<file path="src/rtl/alu_issue_ctrl.sv">
// alu_issue_ctrl -- single-issue controller for an external combinational ALU.
//
// Accepts one RV32 R-type (AND/OR/ADD/SUB) or I-type (ANDI/ORI/ADDI)
// instruction at a time, registers the ALU opcode and operands, waits
// RESULT_WAIT cycles for the ALU result, then presents it on a
// valid/ready writeback port. Writes to x0 complete without a writeback.
//
// Optional feature macro: ALU_ISSUE_ILLEGAL_EN
//   defined   : adds the 'illegal' output; illegal instructions produce a
//               writeback with illegal=1 and wb_data=0.
//   undefined : illegal instructions are consumed silently.
//
// Parameters
//   RESULT_WAIT  cycles spent in EXEC before result capture (1..4)
// Ports
//   clk, rst                 clock, asynchronous active-high reset
//   instr_valid/instr_ready  instruction handshake (ready only when idle)
//   instr                    RV32 instruction word
//   rs1_data, rs2_data       register operands, sampled at acceptance
//   alu_op, alu_a, alu_b     registered ALU controls/operands
//   alu_result               combinational ALU output
//   wb_valid/wb_ready        writeback handshake
//   wb_rd, wb_data           writeback destination and value
//   illegal                  illegal-instruction flag (feature macro only)
module alu_issue_ctrl #(
  parameter int unsigned RESULT_WAIT = 1
) (
  input  logic        clk,
  input  logic        rst,
  input  logic        instr_valid,
  output logic        instr_ready,
  input  logic [31:0] instr,
  input  logic [31:0] rs1_data,
  input  logic [31:0] rs2_data,
  output logic [3:0]  alu_op,
  output logic [31:0] alu_a,
  output logic [31:0] alu_b,
  input  logic [31:0] alu_result,
  output logic        wb_valid,
  input  logic        wb_ready,
  output logic [4:0]  wb_rd,
  output logic [31:0] wb_data
`ifdef ALU_ISSUE_ILLEGAL_EN
  ,
  output logic        illegal
`endif
);

  typedef enum logic [1:0] {
    S_IDLE = 2'd0,
    S_EXEC = 2'd1,
    S_WB   = 2'd2
  } state_t;

  localparam logic [3:0] OP_AND = 4'b0000;
  localparam logic [3:0] OP_OR  = 4'b0001;
  localparam logic [3:0] OP_ADD = 4'b0010;
  localparam logic [3:0] OP_SUB = 4'b0110;

  localparam logic [1:0] CNT_INIT = 2'(RESULT_WAIT - 1);

  state_t      r_state;
  logic [1:0]  r_cnt;
  logic [4:0]  r_rd;
  logic [3:0]  r_alu_op;
  logic [31:0] r_alu_a;
  logic [31:0] r_alu_b;
  logic        r_wb_valid;
  logic [4:0]  r_wb_rd;
  logic [31:0] r_wb_data;
`ifdef ALU_ISSUE_ILLEGAL_EN
  logic        r_illegal;
`endif

  logic [6:0]  w_opcode;
  logic [2:0]  w_funct3;
  logic [6:0]  w_funct7;
  logic        w_legal;
  logic [3:0]  w_op;
  logic [31:0] w_b;
  logic        w_unused_rs1_field;

  assign w_opcode = instr[6:0];
  assign w_funct3 = instr[14:12];
  assign w_funct7 = instr[31:25];

  // rs1/rs2 index fields are resolved upstream; operands arrive as data.
  assign w_unused_rs1_field = &{1'b0, instr[19:15]};

  always_comb begin
    w_legal = 1'b0;
    w_op    = '0;
    w_b     = rs2_data;
    case (w_opcode)
      7'b0110011: begin
        if (w_funct7 == 7'b0000000) begin
          case (w_funct3)
            3'b111:  begin w_legal = 1'b1; w_op = OP_AND; end
            3'b110:  begin w_legal = 1'b1; w_op = OP_OR;  end
            3'b000:  begin w_legal = 1'b1; w_op = OP_ADD; end
            default: w_legal = 1'b0;
          endcase
        end else if (w_funct7 == 7'b0100000 && w_funct3 == 3'b000) begin
          w_legal = 1'b1;
          w_op    = OP_SUB;
        end
      end
      7'b0010011: begin
        w_b = {{20{instr[31]}}, instr[31:20]};
        case (w_funct3)
          3'b111:  begin w_legal = 1'b1; w_op = OP_AND; end
          3'b110:  begin w_legal = 1'b1; w_op = OP_OR;  end
          3'b000:  begin w_legal = 1'b1; w_op = OP_ADD; end
          default: w_legal = 1'b0;
        endcase
      end
      default: w_legal = 1'b0;
    endcase
  end

  always_ff @(posedge clk or posedge rst) begin
    if (rst) begin
      r_state    <= S_IDLE;
      r_cnt      <= '0;
      r_rd       <= '0;
      r_alu_op   <= '0;
      r_alu_a    <= '0;
      r_alu_b    <= '0;
      r_wb_valid <= 1'b0;
      r_wb_rd    <= '0;
      r_wb_data  <= '0;
`ifdef ALU_ISSUE_ILLEGAL_EN
      r_illegal  <= 1'b0;
`endif
    end else begin
      case (r_state)
        S_IDLE: begin
          if (instr_valid) begin
            if (w_legal) begin
              r_alu_op <= w_op;
              r_alu_a  <= rs1_data;
              r_alu_b  <= w_b;
              r_rd     <= instr[11:7];
              r_cnt    <= CNT_INIT;
              r_state  <= S_EXEC;
            end
`ifdef ALU_ISSUE_ILLEGAL_EN
            else begin
              // Illegal instructions bypass EXEC and leave ALU controls untouched.
              r_wb_valid <= 1'b1;
              r_wb_rd    <= instr[11:7];
              r_wb_data  <= '0;
              r_illegal  <= 1'b1;
              r_state    <= S_WB;
            end
`endif
          end
        end
        S_EXEC: begin
          if (r_cnt == 2'd0) begin
            if (r_rd != 5'd0) begin
              r_wb_valid <= 1'b1;
              r_wb_rd    <= r_rd;
              r_wb_data  <= alu_result;
              r_state    <= S_WB;
            end else begin
              r_state <= S_IDLE;
            end
          end else begin
            r_cnt <= r_cnt - 2'd1;
          end
        end
        S_WB: begin
          if (wb_ready) begin
            r_wb_valid <= 1'b0;
`ifdef ALU_ISSUE_ILLEGAL_EN
            r_illegal  <= 1'b0;
`endif
            r_state    <= S_IDLE;
          end
        end
        default: r_state <= S_IDLE;
      endcase
    end
  end

  assign instr_ready = (r_state == S_IDLE);
  assign alu_op      = r_alu_op;
  assign alu_a       = r_alu_a;
  assign alu_b       = r_alu_b;
  assign wb_valid    = r_wb_valid;
  assign wb_rd       = r_wb_rd;
  assign wb_data     = r_wb_data;
`ifdef ALU_ISSUE_ILLEGAL_EN
  assign illegal     = r_illegal;
`endif

endmodule

</file>
<file path="config.mk">
export PLATFORM = sky130hd
export DESIGN_NAME = alu_issue_ctrl
export DESIGN_NICKNAME = d
export VERILOG_FILES = /design/src/rtl/alu_issue_ctrl.sv
export SDC_FILE = /design/constraint.sdc
export NUM_CORES = 1
export LEC_CHECK = 0
export CAP_MARGIN = 20
export CORE_UTILIZATION = 36
export CTS_CLUSTER_DIAMETER = 50
export DETAILED_ROUTE_END_ITERATION = 8
export PLACE_DENSITY = 0.86
export SLEW_MARGIN = 20
export SYNTH_ARGS = -nofsm -noshare
export SYNTH_HDL_FRONTEND = slang
export SYNTH_SLANG_ARGS = --single-unit
</file>
<file path="constraint.sdc">
create_clock -name clk -period 3.7 [get_ports clk]
set_input_delay 0.925 -clock clk [delete_from_list [all_inputs] [get_ports clk]]
set_output_delay 0.925 -clock clk [all_outputs]
set_load 0.1 [all_outputs]
</file>
Yosys cells after proc, flatten, opt, wreduce, memory -nomap -nowiden. Index checks and enable logic that the tools add are counted.

Bits in registers: 115. Input bits: 132. Output and inout port bits: 107. Logic and storage cells: 60.

Add/subtract/negate cells: 1. Equal/unequal tests: 13. Multiplexer cells: 23. Reductions and logical operators: 14.

Operator list (number): 2-to-1 mux 32 bit (1); 2-to-1 mux 2 bit (8); equality test 7 x 6 -> 1 bit (second input constant) (2); AND reduction 4 bit (3); inequality test 2 bit (second input constant) (5); case mux 2 bit (2 select lines) (2); equality test 7 x 5 -> 1 bit (second input constant) (1); logical NOT 7 bit (1); equality test 3 bit (second input constant) (2); 2-to-1 mux 1 bit (6); 2-to-1 mux 3 bit (2); case mux 2 bit (3 select lines) (1); case mux 3 bit (2 select lines) (1); AND reduction 3 bit (2); nonzero test 5 bit (1); logical NOT 2 bit (2); case mux 1 bit (2 select lines) (2); nonzero test 2 bit (2); logical NOT 3 bit (1); OR reduction 3 bit (1); equality test 2 x 1 -> 1 bit (second input constant) (1); equality test 2 bit (second input constant) (1); inequality test 2 x 1 -> 1 bit (second input constant) (1); subtractor 2 x 1 -> 2 bit (second input constant) (1); logical AND 1 bit (1).

Longest topological paths before layout. Gate-level depths: netlist of the first run.

Depth in word-level cells: 8. Depth in mapped cells: 7. Mapped depth without buffers: 5.

Worst setup path before layout of the first run. OpenSTA, ideal clock, no wires.

Kind: reg2reg. Start point: register r_state[0]. End point: register r_alu_b[1], in the netlist alu_b[1]. Setup time: 0.125 ns. Data arrival time: 2.862 ns. Data required time: 3.575 ns. Setup slack: 0.713 ns. Stages on the path, launching flop included: 7. Path buffers: 2. Clock period less this slack: 2.987 ns. Cell sequence: dfrtp_1 -> nor2_1 -> nand2_1 -> nor4b_2 -> buf_4 -> buf_6 -> mux2_2.

Cells in the longest elaborated chain, start to end: 2.

RTL lines: start: declaration (line 62) `state_t r_state;`; start signal: assignment (line 123) `r_state <= S_IDLE;`; start signal: assignment (line 145) `r_state <= S_EXEC;`; start signal: assignment (line 165) `r_state <= S_WB;`; logical NOT 2 bit; net instr_ready (line 31) `output logic instr_ready,`; AND reduction 3 bit (no line); end signal: assignment (line 142) `r_alu_b <= w_b;`; end: declaration (line 67) `logic [31:0] r_alu_b;`.

The timed path passes the listed nets, and every way through them passes these cells. A chain may end at the register's enable or synchronous reset.

Worst setup path after layout of the first run.
Start point: input port instr[25]. End point: register r_alu_a[16], in the netlist alu_a[16].

Cells in the longest elaborated chain, start to end: 6. Elaborated cells between the ends (all ways): 7. Classes of those cells: eq/ne (1); mux (3); reduce/logical (3).

RTL lines: start: declaration (line 32) `input logic [31:0] instr,`; equality test 7 x 6 -> 1 bit (line 103) `end else if (w_funct7 == 7'b0100000 && w_funct3 == 3'b000) begin`; logical AND 1 bit (line 103); 2-to-1 mux 1 bit (line 103); 2-to-1 mux 1 bit * (line 96) `if (w_funct7 == 7'b0000000) begin`; case mux 1 bit (2 select lines) * (line 94) `case (w_opcode)`; AND reduction 3 bit (no line) *; end signal: assignment (line 141) `r_alu_a <= rs1_data;`; end: declaration (line 66) `logic [31:0] r_alu_a;`.

Mark *: on every way between the ends. The rest lies on a longest branch, timed or not.

==> impl_table.tex, run 1 <==
\begin{tabular}{lr}
\hline
Metric & Value \\
\hline
\multicolumn{2}{l}{\textbf{Pwr}} \\
\quad Switching portion of total power & 27.79\% \\
\quad Clock share of power & 46.5\% \\
\quad Power density normalized to cell area & 481.8 nW/um2 \\
\quad Leak Pwr & 3.517 nW \\
\quad Reg power frac & 35.1\% \\
\quad Cell internal power dissipation & 0.002748 W \\
\quad Reported net switching power & 0.001058 W \\
\quad Maximum vdd ir drop & 0.0002755 V \\
\quad Part of the power in combinational logic & 18.3\% \\
\multicolumn{2}{l}{\textbf{Timing}} \\
\quad Relative slew margins & 32.98\% \\
\quad Setup repair after global routing missed its margin & no \\
\quad Max-slew violation count & 0 \\
\quad Final number of hold-violating endpoints & 0 \\
\quad Worst Setup Slack, final & 0.5089 ns \\
\quad Final worst-path cycle share & 86.24\% \\
\quad Summed negative setup slack over all endpoints & 0 ns \\
\quad Post-layout min period & 3.191 ns \\
\quad Total setup violations reported at the end of the flow & 0 \\
\quad Least-Margin Pin Slew & 1.002 ns \\
\quad Worst clock skew on the final layout & 0.005874 ns \\
\quad Upper clock frequency limit & 0.3134 GHz \\
\multicolumn{2}{l}{\textbf{Clock tree}} \\
\quad Worst skew pair latency & 0.40 ns \\
\quad Number of buffers inserted during clock tree synthesis & 17 \\
\quad Clock Pin Slew Worst Setup and Hold Paths & 0.05 ns \\
\quad CTS tree & built \\
\quad Max clock buf depth & 2 \\
\quad Post-CTS Resized & 0 \\
\quad Count of hold buffers inserted by post-cts repair & 0 \\
\quad Clock Tree Root & clkbuf\_16 \\
\quad Number of clock sinks seen by CTS & 114 \\
\quad Post CTS Setup Buffer Count & 0 \\
\quad Clock H-tree levels & 4 \\
\multicolumn{2}{l}{\textbf{Floorplan}} \\
\quad DIE WIDTH & 116.7 um \\
\quad Floorplan die area & 13620 um2 \\
\quad Boundary Pins & 239 \\
\quad Core region area & 12720 um2 \\
\quad Die H & 116.7 um \\
\quad Row Count & 41 \\
\quad Starting Density & 37.24\% \\
\multicolumn{2}{l}{\textbf{Critical path}} \\
\quad Worst EP arrival & 3.47 ns \\
\quad Worst endpoint required time & 3.98 ns \\
\quad Critical setup path kind & primary input to flip-flop \\
\quad Slowest cell on crit path & or4\_1 \\
\quad Crit-path max FO & 43 \\
\quad CP delay by family, top & simple AND/OR/NAND/NOR gates \\
\quad Worst Path Buf+Inv & 2 \\
\quad Delay of the slowest critical-path stage & 0.57 ns \\
\quad Worst Setup End Kind & flip-flop \\
\quad Type of origin of the critical path & primary input \\
\quad Critical path, cell by cell & clkdlybuf4s50\_1 -> or4\_1 -> o41a\_1 -> nor4b\_4 -> buf\_12 -> mux2\_2 \\
\multicolumn{2}{l}{\textbf{Final layout}} \\
\quad Sequential cell area in the final layout & 2853 um2 \\
\quad Filler Cells Inserted & 1001 \\
\quad Design area & 7899 um2 \\
\quad Number of diodes & 0 \\
\quad Fraction of final layout cells with drive strength greater than 1 & 21.56\% \\
\quad Final design utilization & 62.09\% \\
\quad Nets & 709 \\
\quad Area taken by multi-input logic gates & 1690 um2 \\
\quad Relative area change from synthesis to final layout & 66.70\% \\
\multicolumn{2}{l}{\textbf{Route}} \\
\quad Routed length per placed instance & 16.08 um \\
\quad Drt pass-1 iters & 4 \\
\quad DRC violation count after routing & 0 \\
\quad Vias after detailed routing & 3566 \\
\quad Routed wire length & 12240 um \\
\quad Violation count after the first detailed-route iteration & 121 \\
\quad Vias per inst & 4.686 \\
\quad Antenna-violating nets left & 0 \\
\multicolumn{2}{l}{\textbf{Global routing}} \\
\quad GRT Residual Overflow & 0 \\
\quad Maximum number of pins on one net before global-route repair & 115 \\
\quad GR Util All Layers & 18.21\% \\
\quad Antenna violations before repair & 0 \\
\quad Wire length of the first global-routing pass & 18350 um \\
\quad Via count of the first global-routing pass & 3736 \\
\multicolumn{2}{l}{\textbf{Logic synthesis}} \\
\quad YS warnings & 0 \\
\quad Post-synthesis cell count & 337 \\
\quad Post-synth cell types & 31 \\
\quad Post-Synthesis Net Count & 470 \\
\quad Synthesized area & 4738 um2 \\
\quad Async S/R FF share, synth & 100.0\% \\
\quad Sequential fraction of the synthesis area & 60.21\% \\
\quad Primary flip-flop cell chosen by synthesis mapping & dfrtp\_1 \\
\quad EDFF count, synth & 0 \\
\quad Post-synthesis average cell area & 14.06 um2 \\
\quad Total of flip-flops plus latches after synthesis & 114 \\
\multicolumn{2}{l}{\textbf{Placed design}} \\
\quad Number of port buffers & 232 \\
\quad Gpl congestion & 0.6958 \\
\quad Instance area after placement & 7257 um2 \\
\quad Worst setup slack after placement & 0.08623 ns \\
\quad Total half-perimeter wirelength after legalization and detailed placement & 8960 um \\
\multicolumn{2}{l}{\textbf{Min path}} \\
\quad Type of the most critical hold path & flip-flop to flip-flop \\
\multicolumn{2}{l}{\textbf{Run status}} \\
\quad Run status & finished, final reports clean \\
\multicolumn{2}{l}{\textbf{Run}} \\
\quad Number of maximum-capacitance violations & 0 \\
\hline
\end{tabular}
-- logic make-up (layout without fill, tap and decap cells) --
| kind of cell | count (synthesis) | in the layout | share of synthesized area (%) |
|---|---|---|---|
| buffers and inverters | 45 | 297 | 4.436 |
| other | 1 | 1 | 0.07914 |
| muxes | 120 | 120 | 27.96 |
| AOI/OAI and AO/OA | 32 | 32 | 3.829 |
| adders and majority gates | 1 | 1 | 0.2640 |
| and+or+nand+nor | 24 | 24 | 3.222 |
| DFF | 114 | 114 | 60.21 |
-- placed cells by master, fill, tap and decap left out, types with 3 or more instances in the layout --
cell type / netlist / layout
dfrtp_1: 114 / 114
mux2_1: 19 / 19
clkinvlp_4: 0 / 4
buf_4: 4 / 10
clkbuf_16: 0 / 17
a21oi_1: 23 / 23
nand2b_1: 5 / 5
clkdlybuf4s50_1: 0 / 226
or3_1: 3 / 3
bufinv_16: 0 / 5
buf_12: 0 / 3
mux2_2: 80 / 80
mux2i_1: 21 / 21
inv_1: 26 / 25
nand2_1: 5 / 5
or4_1: 3 / 3
-- cell usage after synthesis (2+ instances only) --
master / n / share of area [%]
buf_4: 4 / 0.63
dfrtp_1: 114 / 60
nor2_1: 2 / 0.16
nand2b_1: 5 / 0.66
nand2_1: 5 / 0.40
mux2_1: 19 / 4.5
mux2i_1: 21 / 4.4
a211oi_1: 2 / 0.32
clkbuf_1: 8 / 0.63
buf_2: 3 / 0.32
inv_1: 26 / 2.1
o21ai_0: 2 / 0.21
or4_1: 3 / 0.48
a21oi_1: 23 / 2.4
mux2_2: 80 / 19
buf_6: 3 / 0.71
or3_1: 3 / 0.40
-- power by group through the flow --
stage	clock [W]	combinational [W]	sequential, W
finish	0.00177	0.000697	0.00134
global route	0.00187	0.000732	0.00134
CTS	0.00181	0.000703	0.00134
global placement	0	0.000690	0.00135
floorplan	0	0.000116	0.00168
detailed placement	0	0.000701	0.00136
-- flip-flops by register name, indices dropped and copies added, names as in the netlist --
| register | flops |
|---|---|
| alu_a | 32 |
| alu_b | 32 |
| wb_data | 32 |
| r_rd | 5 |
| wb_rd | 5 |
| alu_op | 3 |
| r_cnt | 2 |
| r_state | 2 |
| wb_valid | 1 |
-- worst paths after layout --
| kind | start | to | slack, ns | cells past startpoint |
|---|---|---|---|---|
| min in group asynchronous | rst | alu_a[16]$_DFFE_PP0P_ | 1.06 | 3 |
| max in group asynchronous | rst | r_rd[3]$_DFFE_PP0P_ | 2.19 | 3 |
| max reg2reg | r_rd[1]$_DFFE_PP0P_ | wb_data[25]$_DFFE_PP0P_ | 1.64 | 4 |
| max | instr[25] | alu_a[16]$_DFFE_PP0P_ | 0.51 | 6 |
| min | alu_a[4]$_DFFE_PP0P_ | alu_a[4]$_DFFE_PP0P_ | 0.48 | 1 |
| min reg2reg | alu_a[4]$_DFFE_PP0P_ | alu_a[4]$_DFFE_PP0P_ | 0.48 | 1 |
-- per-layer routing --
layer / GRT usage [%] / vias up / share of wire, %
met5: 0 / - / 0
met4: 8.354 / 0 / 1.6
met3: 7.628 / 14 / 10
met2: 31.79 / 163 / 50
met1: 19.07 / 1738 / 38
li1: - / 1651 / -
-- area by class of cell --
| cell class | count | share of cell area [%] |
|---|---|---|
| clock buffer | 19 | 5.481 |
| clock inverter | 13 | 2.645 |
| inverter | 26 | 1.283 |
| multi-input combinational | 178 | 21.40 |
| sequential | 114 | 36.12 |
| tap | 172 | 2.725 |
| timing repair buffer | 239 | 30.35 |
-- worst reg2reg max path: stages, from the launching register on --
cell,delay (ns)
dfrtp_1,0.40
or4_1,0.53
o211ai_1,0.22
buf_4,0.38
mux2_2,0.40
-- through the flow --
stage,cells,hold slack (ns),power [W]
2_1_floorplan,337,0.4678,0.001791
3_3_place_gp,729,0.4690,0.002044
3_5_place_dp,729,0.4737,0.002059
4_1_cts,761,0.4856,0.003849
5_1_grt,761,0.4998,0.003943
6_report,761,0.4804,0.003806
Note: power is estimated with default switching activity, not from simulation.
==> run 2, diff against run 1 <==
--- a/config.mk
+++ b/config.mk
@@ -6,10 +6,10 @@
 export NUM_CORES = 1
 export LEC_CHECK = 0
 export CAP_MARGIN = 20
-export CORE_UTILIZATION = 36
+export CORE_UTILIZATION = 43
 export CTS_CLUSTER_DIAMETER = 50
 export DETAILED_ROUTE_END_ITERATION = 8
-export PLACE_DENSITY = 0.86
+export PLACE_DENSITY = 0.95
 export SLEW_MARGIN = 20
 export SYNTH_ARGS = -nofsm -noshare
 export SYNTH_HDL_FRONTEND = slang
==> constraint.sdc (replaced) <==
create_clock -name clk -period 3.72 [get_ports clk]
set_input_delay 0.93 -clock clk [delete_from_list [all_inputs] [get_ports clk]]
set_output_delay 0.93 -clock clk [all_outputs]
set_load 0.1 [all_outputs]
==> run 2 against run 1 <==
  * Combinational power is essentially flat
  * Critical path depth grew 1
  * Die area shrank 16%
  * Register-to-register slack lost 0.02 ns
  * Setup slack gained 0.019 ns
  * Flip-flop and latch count is the same
  * Final area shrank 0.93%
  * Count of clock-buffer cells in the layout grew 3
  * First-iteration DRC count grew 32%
  * Critical endpoint is now alu_b[27]$_DFFE_PP0P_
  * Clock skew is essentially flat
  * Global-route usage grew 4.2 points
  * Utilization grew 12 points
==> impl_table.tex, run 2 (same netlist as run 1, synthesis figures left out) <==
\begin{tabular}{lr}
\hline
Metric & Value \\
\hline
\multicolumn{2}{l}{\textbf{Timing}} \\
\quad Total setup violations reported at the end of the flow & 0 (unchanged) \\
\quad Final number of hold-violating endpoints & 0 (unchanged) \\
\quad Relative slew margins & 31.41\% (-1.6 points) \\
\quad Setup repair after global routing missed its margin & no \\
\quad Upper clock frequency limit & 0.3133 GHz \\
\quad Post-layout min period & 3.192 ns \\
\quad Final worst-path cycle share & 85.80\% \\
\quad Least-Margin Pin Slew & 1.026 ns (+0.02353 ns) \\
\quad Summed negative setup slack over all endpoints & 0 ns (unchanged) \\
\quad Max-slew violation count & 0 (unchanged) \\
\quad Worst clock skew on the final layout & 0.005397 ns (-0.0004775 ns) \\
\multicolumn{2}{l}{\textbf{Clock tree}} \\
\quad Clock Pin Slew Worst Setup and Hold Paths & 0.06 ns (about the same) \\
\quad Number of buffers inserted during clock tree synthesis & 17 (unchanged) \\
\quad CTS tree & built \\
\quad Count of hold buffers inserted by post-cts repair & 0 (unchanged) \\
\quad Max clock buf depth & 2 (unchanged) \\
\quad Post CTS Setup Buffer Count & 0 (unchanged) \\
\quad Clock H-tree levels & 4 (unchanged) \\
\quad Worst skew pair latency & 0.51 ns (+0.11 ns) \\
\quad Post-CTS Resized & 0 (unchanged) \\
\quad Clock Tree Root & clkbuf\_8 \\
\quad Number of clock sinks seen by CTS & 114 (unchanged) \\
\multicolumn{2}{l}{\textbf{Floorplan}} \\
\quad Floorplan die area & 11440 um2 (-16\%) \\
\quad Starting Density & 45.09\% (+7.8 points) \\
\quad Die H & 107.0 um (-8.4\%) \\
\quad Core region area & 10510 um2 (-17\%) \\
\quad DIE WIDTH & 107.0 um (-8.4\%) \\
\quad Boundary Pins & 239 (unchanged) \\
\quad Row Count & 37 (-9.8\%) \\
\multicolumn{2}{l}{\textbf{Critical path}} \\
\quad Crit-path max FO & 59 (+37\%) \\
\quad Type of origin of the critical path & primary input \\
\quad Dominant cell type by count on the critical path & buf\_12 \\
\quad Delay of the slowest critical-path stage & 0.61 ns (+0.04 ns) \\
\quad Critical path, cell by cell & clkdlybuf4s50\_1 -> or4\_1 -> o41a\_1 -> nor4b\_4 -> buf\_12 -> buf\_12 -> mux2i\_1 \\
\quad Slowest cell on crit path & or4\_1 \\
\quad Worst Setup End Kind & flip-flop \\
\quad Worst endpoint required time & 4.14 ns (+0.16 ns) \\
\quad Worst EP arrival & 3.61 ns (+0.14 ns) \\
\quad Critical setup path kind & primary input to flip-flop \\
\multicolumn{2}{l}{\textbf{Final layout}} \\
\quad Filler Cells Inserted & 644 (-36\%) \\
\quad Design area & 7825 um2 (-0.93\%) \\
\quad Number of diodes & 0 (unchanged) \\
\quad Commonest cells after routing, fill and taps aside & clkdlybuf4s50\_1 (228), dfrtp\_1 (114), mux2\_2 (80) \\
\quad Area taken by multi-input logic gates & 1690 um2 (unchanged) \\
\quad Relative area change from synthesis to final layout & 65.14\% \\
\quad Nets & 710 (+0.14\%) \\
\quad Leading cell type in the layout, fill and taps excluded & clkdlybuf4s50\_1 \\
\quad Final design utilization & 74.46\% (+12 points) \\
\quad Sequential cell area in the final layout & 2853 um2 (unchanged) \\
\quad Fraction of final layout cells with drive strength greater than 1 & 21.02\% (-0.55 points) \\
\multicolumn{2}{l}{\textbf{Route}} \\
\quad Vias after detailed routing & 3632 (+1.9\%) \\
\quad Routed wire length & 12490 um (+2.1\%) \\
\quad Vias per inst & 5.003 (+6.8\%) \\
\quad Routed length per placed instance & 17.21 um (+7.0\%) \\
\quad Drt pass-1 iters & 4 (unchanged) \\
\quad Violation count after the first detailed-route iteration & 160 (+32\%) \\
\quad DRC violation count after routing & 0 (unchanged) \\
\quad Antenna-violating nets left & 0 (unchanged) \\
\multicolumn{2}{l}{\textbf{Global routing}} \\
\quad GRT Residual Overflow & 0 (unchanged) \\
\quad Maximum number of pins on one net before global-route repair & 60 (-48\%) \\
\quad Via count of the first global-routing pass & 4058 (+8.6\%) \\
\quad Antenna violations before repair & 0 (unchanged) \\
\quad GR Util All Layers & 22.40\% (+4.2 points) \\
\quad Wire length of the first global-routing pass & 19390 um (+5.6\%) \\
\multicolumn{2}{l}{\textbf{Placed design}} \\
\quad Total half-perimeter wirelength after legalization and detailed placement & 9034 um (+0.83\%) \\
\quad Number of port buffers & 232 (unchanged) \\
\quad Gpl congestion & 0.8224 (+18\%) \\
\quad Instance area after placement & 7224 um2 (-0.45\%) \\
\multicolumn{2}{l}{\textbf{Min path}} \\
\quad Type of the most critical hold path & flip-flop to flip-flop \\
\multicolumn{2}{l}{\textbf{Pwr}} \\
\quad Leak Pwr & 3.515 nW (about the same) \\
\quad Maximum vdd ir drop & 0.0003185 V (+16\%) \\
\quad Power density normalized to cell area & 469.1 nW/um2 (-2.6\%) \\
\multicolumn{2}{l}{\textbf{Run status}} \\
\quad Run status & finished, final reports clean \\
\multicolumn{2}{l}{\textbf{Run}} \\
\quad Number of maximum-capacitance violations & 0 (unchanged) \\
\hline
\end{tabular}
-- run 2: cell count changes in the layout (fill, tap and decap cells not counted) --
cell             delta
bufinv_16           -1
buf_4               -1
clkinvlp_4          -3
clkbuf_1            +2
inv_6               -1
clkbuf_8            +2
clkbuf_16           -1
clkdlybuf4s50_1     +2
clkinv_2            +2
-- run 2: worst max-delay path, delay by kind of cell --
kind / cells / cell delay (ns)
AO/OA/AOI/OAI: 1 / 0.44
buffers and inverters: 3 / 0.98
multiplexers: 1 / 0.23
AND/OR/NAND/NOR: 2 / 0.98
-- run 2: cell type report --
class	count	share of cell area, %
Clock buffer	22	5.660
Clock inverter	10	2.015
Inverter	26	1.295
Multi-Input combinational cell	178	21.60
Sequential cell	114	36.46
Tap cell	136	2.175
Timing Repair Buffer	240	30.80
-- run 2: power breakdown --
group	total, W	internal, W	switching (W)
Sequential	0.00133	0.00130	0.0000311
Clock	0.00164	0.00110	0.000541
Combinational	0.000697	0.000247	0.000450
Total	0.00367	0.00265	0.00102
-- run 2: stage by stage --
| step | std cells | hold WS (ns) | setup WS [ns] | total power [W] |
|---|---|---|---|---|
| after floorplan | 337 | 0.4678 | 0.7327 | 0.001781 |
| after global placement | 694 | 0.4693 | 0.09798 | 0.002032 |
| after detailed placement | 694 | 0.4834 | 0.01959 | 0.002049 |
| after CTS | 726 | 0.4930 | 0.5387 | 0.003699 |
| after global routing | 726 | 0.5111 | 0.4832 | 0.003793 |
| final | 726 | 0.4868 | 0.5283 | 0.003670 |
-- run 2: per-layer routing --
layer	global-route usage, %	share of wire, %	wire (um)
met3	7.234	7.9	986
met2	42.21	53	6623
met1	23.34	37	4680
met4	7.045	1.6	201
met5	0	0	0
-- run 2: final timing paths --
check                                      from                 endpoint  slack, ns  depth (start not counted)
hold reg to reg            alu_b[2]$_DFFE_PP0P_     alu_b[2]$_DFFE_PP0P_       0.49                          1
hold / removal             alu_b[2]$_DFFE_PP0P_     alu_b[2]$_DFFE_PP0P_       0.49                          1
setup reg to reg            r_rd[1]$_DFFE_PP0P_   wb_data[7]$_DFFE_PP0P_       1.62                          4
setup / recovery                      instr[26]    alu_b[27]$_DFFE_PP0P_       0.53                          7
min in group asynchronous                   rst   wb_data[6]$_DFFE_PP0P_       0.89                          2
max in group asynchronous                   rst  wb_data[27]$_DFFE_PP0P_       2.05                          3
==> run 3, diff against run 2 <==
--- a/config.mk
+++ b/config.mk
@@ -9,6 +9,7 @@
 export CORE_UTILIZATION = 43
 export CTS_CLUSTER_DIAMETER = 50
 export DETAILED_ROUTE_END_ITERATION = 8
+export MAX_ROUTING_LAYER = met4
 export PLACE_DENSITY = 0.95
 export SLEW_MARGIN = 20
 export SYNTH_ARGS = -nofsm -noshare
==> run 3 against run 2 <==
  * Final area is the same
  * Maximum frequency barely moved
  * Final cell count unchanged
  * Register-to-register slack is essentially flat
  * Critical path type unchanged
  * Setup slack lost 0.0017 ns
  * Sequential share of layout area did not move
  * Worst hold slack barely moved
  * Via count increased by 0.44%
  * Utilization did not move
  * Sequential power hardly changed
  * Count of clock-buffer cells in the layout unchanged
  * Clock power is essentially flat
==> impl_table.tex, run 3 (same netlist as run 1, synthesis figures left out) <==
\begin{tabular}{lr}
\hline
Metric & Value \\
\hline
\multicolumn{2}{l}{\textbf{Run status}} \\
\quad Run status & finished, final reports clean \\
\multicolumn{2}{l}{\textbf{Floorplan}} \\
\quad Die H & 107.0 um (unchanged) \\
\quad Boundary Pins & 239 (unchanged) \\
\quad Row Count & 37 (unchanged) \\
\quad Starting Density & 45.09\% (unchanged) \\
\quad Core region area & 10510 um2 (unchanged) \\
\quad Floorplan die area & 11440 um2 (unchanged) \\
\quad DIE WIDTH & 107.0 um (unchanged) \\
\multicolumn{2}{l}{\textbf{Route}} \\
\quad Vias per inst & 5.025 (+0.44\%) \\
\quad Antenna-violating nets left & 0 (unchanged) \\
\quad Vias after detailed routing & 3648 (+0.44\%) \\
\quad Routed wire length & 12520 um (+0.18\%) \\
\quad Drt pass-1 iters & 6 (+2) \\
\quad Violation count after the first detailed-route iteration & 189 (+18\%) \\
\quad Routed length per placed instance & 17.24 um (+0.18\%) \\
\quad DRC violation count after routing & 0 (unchanged) \\
\multicolumn{2}{l}{\textbf{Clock tree}} \\
\quad Max clock buf depth & 2 (unchanged) \\
\quad Worst skew pair latency & 0.51 ns (about the same) \\
\quad Post-CTS Resized & 0 (unchanged) \\
\quad Count of hold buffers inserted by post-cts repair & 0 (unchanged) \\
\quad Number of buffers inserted during clock tree synthesis & 17 (unchanged) \\
\quad Number of clock sinks seen by CTS & 114 (unchanged) \\
\quad Post CTS Setup Buffer Count & 0 (unchanged) \\
\quad Clock Tree Root & clkbuf\_8 \\
\quad Clock Pin Slew Worst Setup and Hold Paths & 0.06 ns (about the same) \\
\quad Clock H-tree levels & 4 (unchanged) \\
\quad CTS tree & built \\
\multicolumn{2}{l}{\textbf{Pwr}} \\
\quad Part of the power in combinational logic & 19.0\% (about the same) \\
\quad Power density normalized to cell area & 469.3 nW/um2 (about the same) \\
\quad Maximum vdd ir drop & 0.0003192 V (+0.19\%) \\
\quad Clock share of power & 44.8\% (about the same) \\
\quad Cell internal power dissipation & 0.002647 W (about the same) \\
\quad Reported net switching power & 0.001024 W (+0.14\%) \\
\quad Leak Pwr & 3.515 nW (unchanged) \\
\quad Reg power frac & 36.2\% (about the same) \\
\quad Switching portion of total power & 27.90\% (about the same) \\
\multicolumn{2}{l}{\textbf{Min path}} \\
\quad Type of the most critical hold path & flip-flop to flip-flop \\
\multicolumn{2}{l}{\textbf{Critical path}} \\
\quad Worst EP arrival & 3.61 ns (about the same) \\
\quad Type of origin of the critical path & primary input \\
\quad Worst endpoint required time & 4.14 ns (about the same) \\
\quad Crit-path max FO & 59 (unchanged) \\
\quad Critical setup path kind & primary input to flip-flop \\
\quad Worst Setup End Kind & flip-flop \\
\multicolumn{2}{l}{\textbf{Global routing}} \\
\quad GR Util All Layers & 23.04\% (+0.64 points) \\
\quad Maximum number of pins on one net before global-route repair & 60 (unchanged) \\
\quad Antenna violations before repair & 0 (unchanged) \\
\quad Wire length of the first global-routing pass & 19390 um (unchanged) \\
\quad Via count of the first global-routing pass & 4062 (+0.099\%) \\
\quad GRT Residual Overflow & 0 (unchanged) \\
\multicolumn{2}{l}{\textbf{Placed design}} \\
\quad Number of port buffers & 232 (unchanged) \\
\quad Gpl congestion & 0.8347 (+1.5\%) \\
\quad Worst setup slack after placement & 0.01959 ns (unchanged) \\
\quad Total half-perimeter wirelength after legalization and detailed placement & 9034 um (unchanged) \\
\quad Total placed cells including tap cells & 694 (unchanged) \\
\multicolumn{2}{l}{\textbf{Timing}} \\
\quad Summed negative setup slack over all endpoints & 0 ns (unchanged) \\
\quad Upper clock frequency limit & 0.3131 GHz (about the same) \\
\quad Final number of hold-violating endpoints & 0 (unchanged) \\
\quad Relative slew margins & 31.50\% (+0.089 points) \\
\quad Setup repair after global routing missed its margin & no \\
\quad Total setup violations reported at the end of the flow & 0 (unchanged) \\
\quad Least-Margin Pin Slew & 1.024 ns (-0.001326 ns) \\
\quad Post-layout min period & 3.193 ns (+0.001707 ns) \\
\quad Worst Setup Slack, final & 0.5266 ns (-0.001707 ns) \\
\quad Worst clock skew on the final layout & 0.006904 ns (+0.001507 ns) \\
\quad Final worst-path cycle share & 85.84\% (about the same) \\
\quad Max-slew violation count & 0 (unchanged) \\
\multicolumn{2}{l}{\textbf{Final layout}} \\
\quad Leading cell type in the layout, fill and taps excluded & clkdlybuf4s50\_1 \\
\quad Nets & 710 (unchanged) \\
\quad Commonest cells after routing, fill and taps aside & clkdlybuf4s50\_1 (228), dfrtp\_1 (114), mux2\_2 (80) \\
\quad Number of diodes & 0 (unchanged) \\
\quad Relative area change from synthesis to final layout & 65.14\% (unchanged) \\
\quad Filler-free cell count of the finished design & 726 (unchanged) \\
\quad Fraction of final layout cells with drive strength greater than 1 & 21.02\% (unchanged) \\
\multicolumn{2}{l}{\textbf{Run}} \\
\quad Number of maximum-capacitance violations & 0 (unchanged) \\
\hline
\end{tabular}
[run 3: path summary, 6_finish.rpt]
path	cells past startpoint	startpoint	slack [ns]	endpoint
setup / recovery	7	instr[26]	0.53	alu_b[25]$_DFFE_PP0P_
hold / removal	1	alu_b[2]$_DFFE_PP0P_	0.49	alu_b[2]$_DFFE_PP0P_
setup reg to reg	4	r_rd[1]$_DFFE_PP0P_	1.63	wb_data[7]$_DFFE_PP0P_
hold reg to reg	1	alu_b[2]$_DFFE_PP0P_	0.49	alu_b[2]$_DFFE_PP0P_
max in group asynchronous	3	rst	2.04	wb_data[27]$_DFFE_PP0P_
min in group asynchronous	2	rst	0.90	wb_data[6]$_DFFE_PP0P_
[run 3: cell type report]
cell class | instances | area (um2)
Sequential cell | 114 | 2853
Multi-Input combinational cell | 178 | 1690
Inverter | 26 | 101.3
Timing Repair Buffer | 240 | 2410
Clock buffer | 22 | 442.9
Clock inverter | 10 | 157.7
Tap cell | 136 | 170.2
Fill cell | 644 | 2684
[run 3: power by group through the flow]
stage | sequential [W] | combinational [W] | clock [W]
final | 0.00133 | 0.000698 | 0.00164
after floorplan | 0.00167 | 0.000115 | 0
after CTS | 0.00133 | 0.000703 | 0.00167
after detailed placement | 0.00135 | 0.000698 | 0
after global placement | 0.00135 | 0.000686 | 0
after global routing | 0.00134 | 0.000729 | 0.00173
[run 3: metrics by stage]
| stage | cell area (um2) | utilization [%] | power (W) | hold slack [ns] |
|---|---|---|---|---|
| finish | 7825 | 74.46 | 0.003672 | 0.4868 |
| floorplan | 4742 | - | 0.001781 | 0.4678 |
| global placement | 7224 | 68.75 | 0.002032 | 0.4693 |
| detailed placement | 7224 | 68.75 | 0.002049 | 0.4834 |
| CTS | 7825 | 74.46 | 0.003699 | 0.4930 |
| global route | 7825 | 74.46 | 0.003793 | 0.5111 |
[run 3: critical path, stage by stage]
cell and delay, ns:
clkdlybuf4s50_1 0.42, or4_1 0.61, o41a_1 0.44, nor4b_4 0.37
buf_12 0.35, buf_12 0.21, mux2i_1 0.23
[run 3: metal layers]
layer,vias to the layer above,routed length (um),track usage (%)
met5,-,0,-
met4,0,189,7.045
met3,15,790,5.836
met2,164,6690,42.26
met1,1821,4845,24.22
li1,1648,-,-
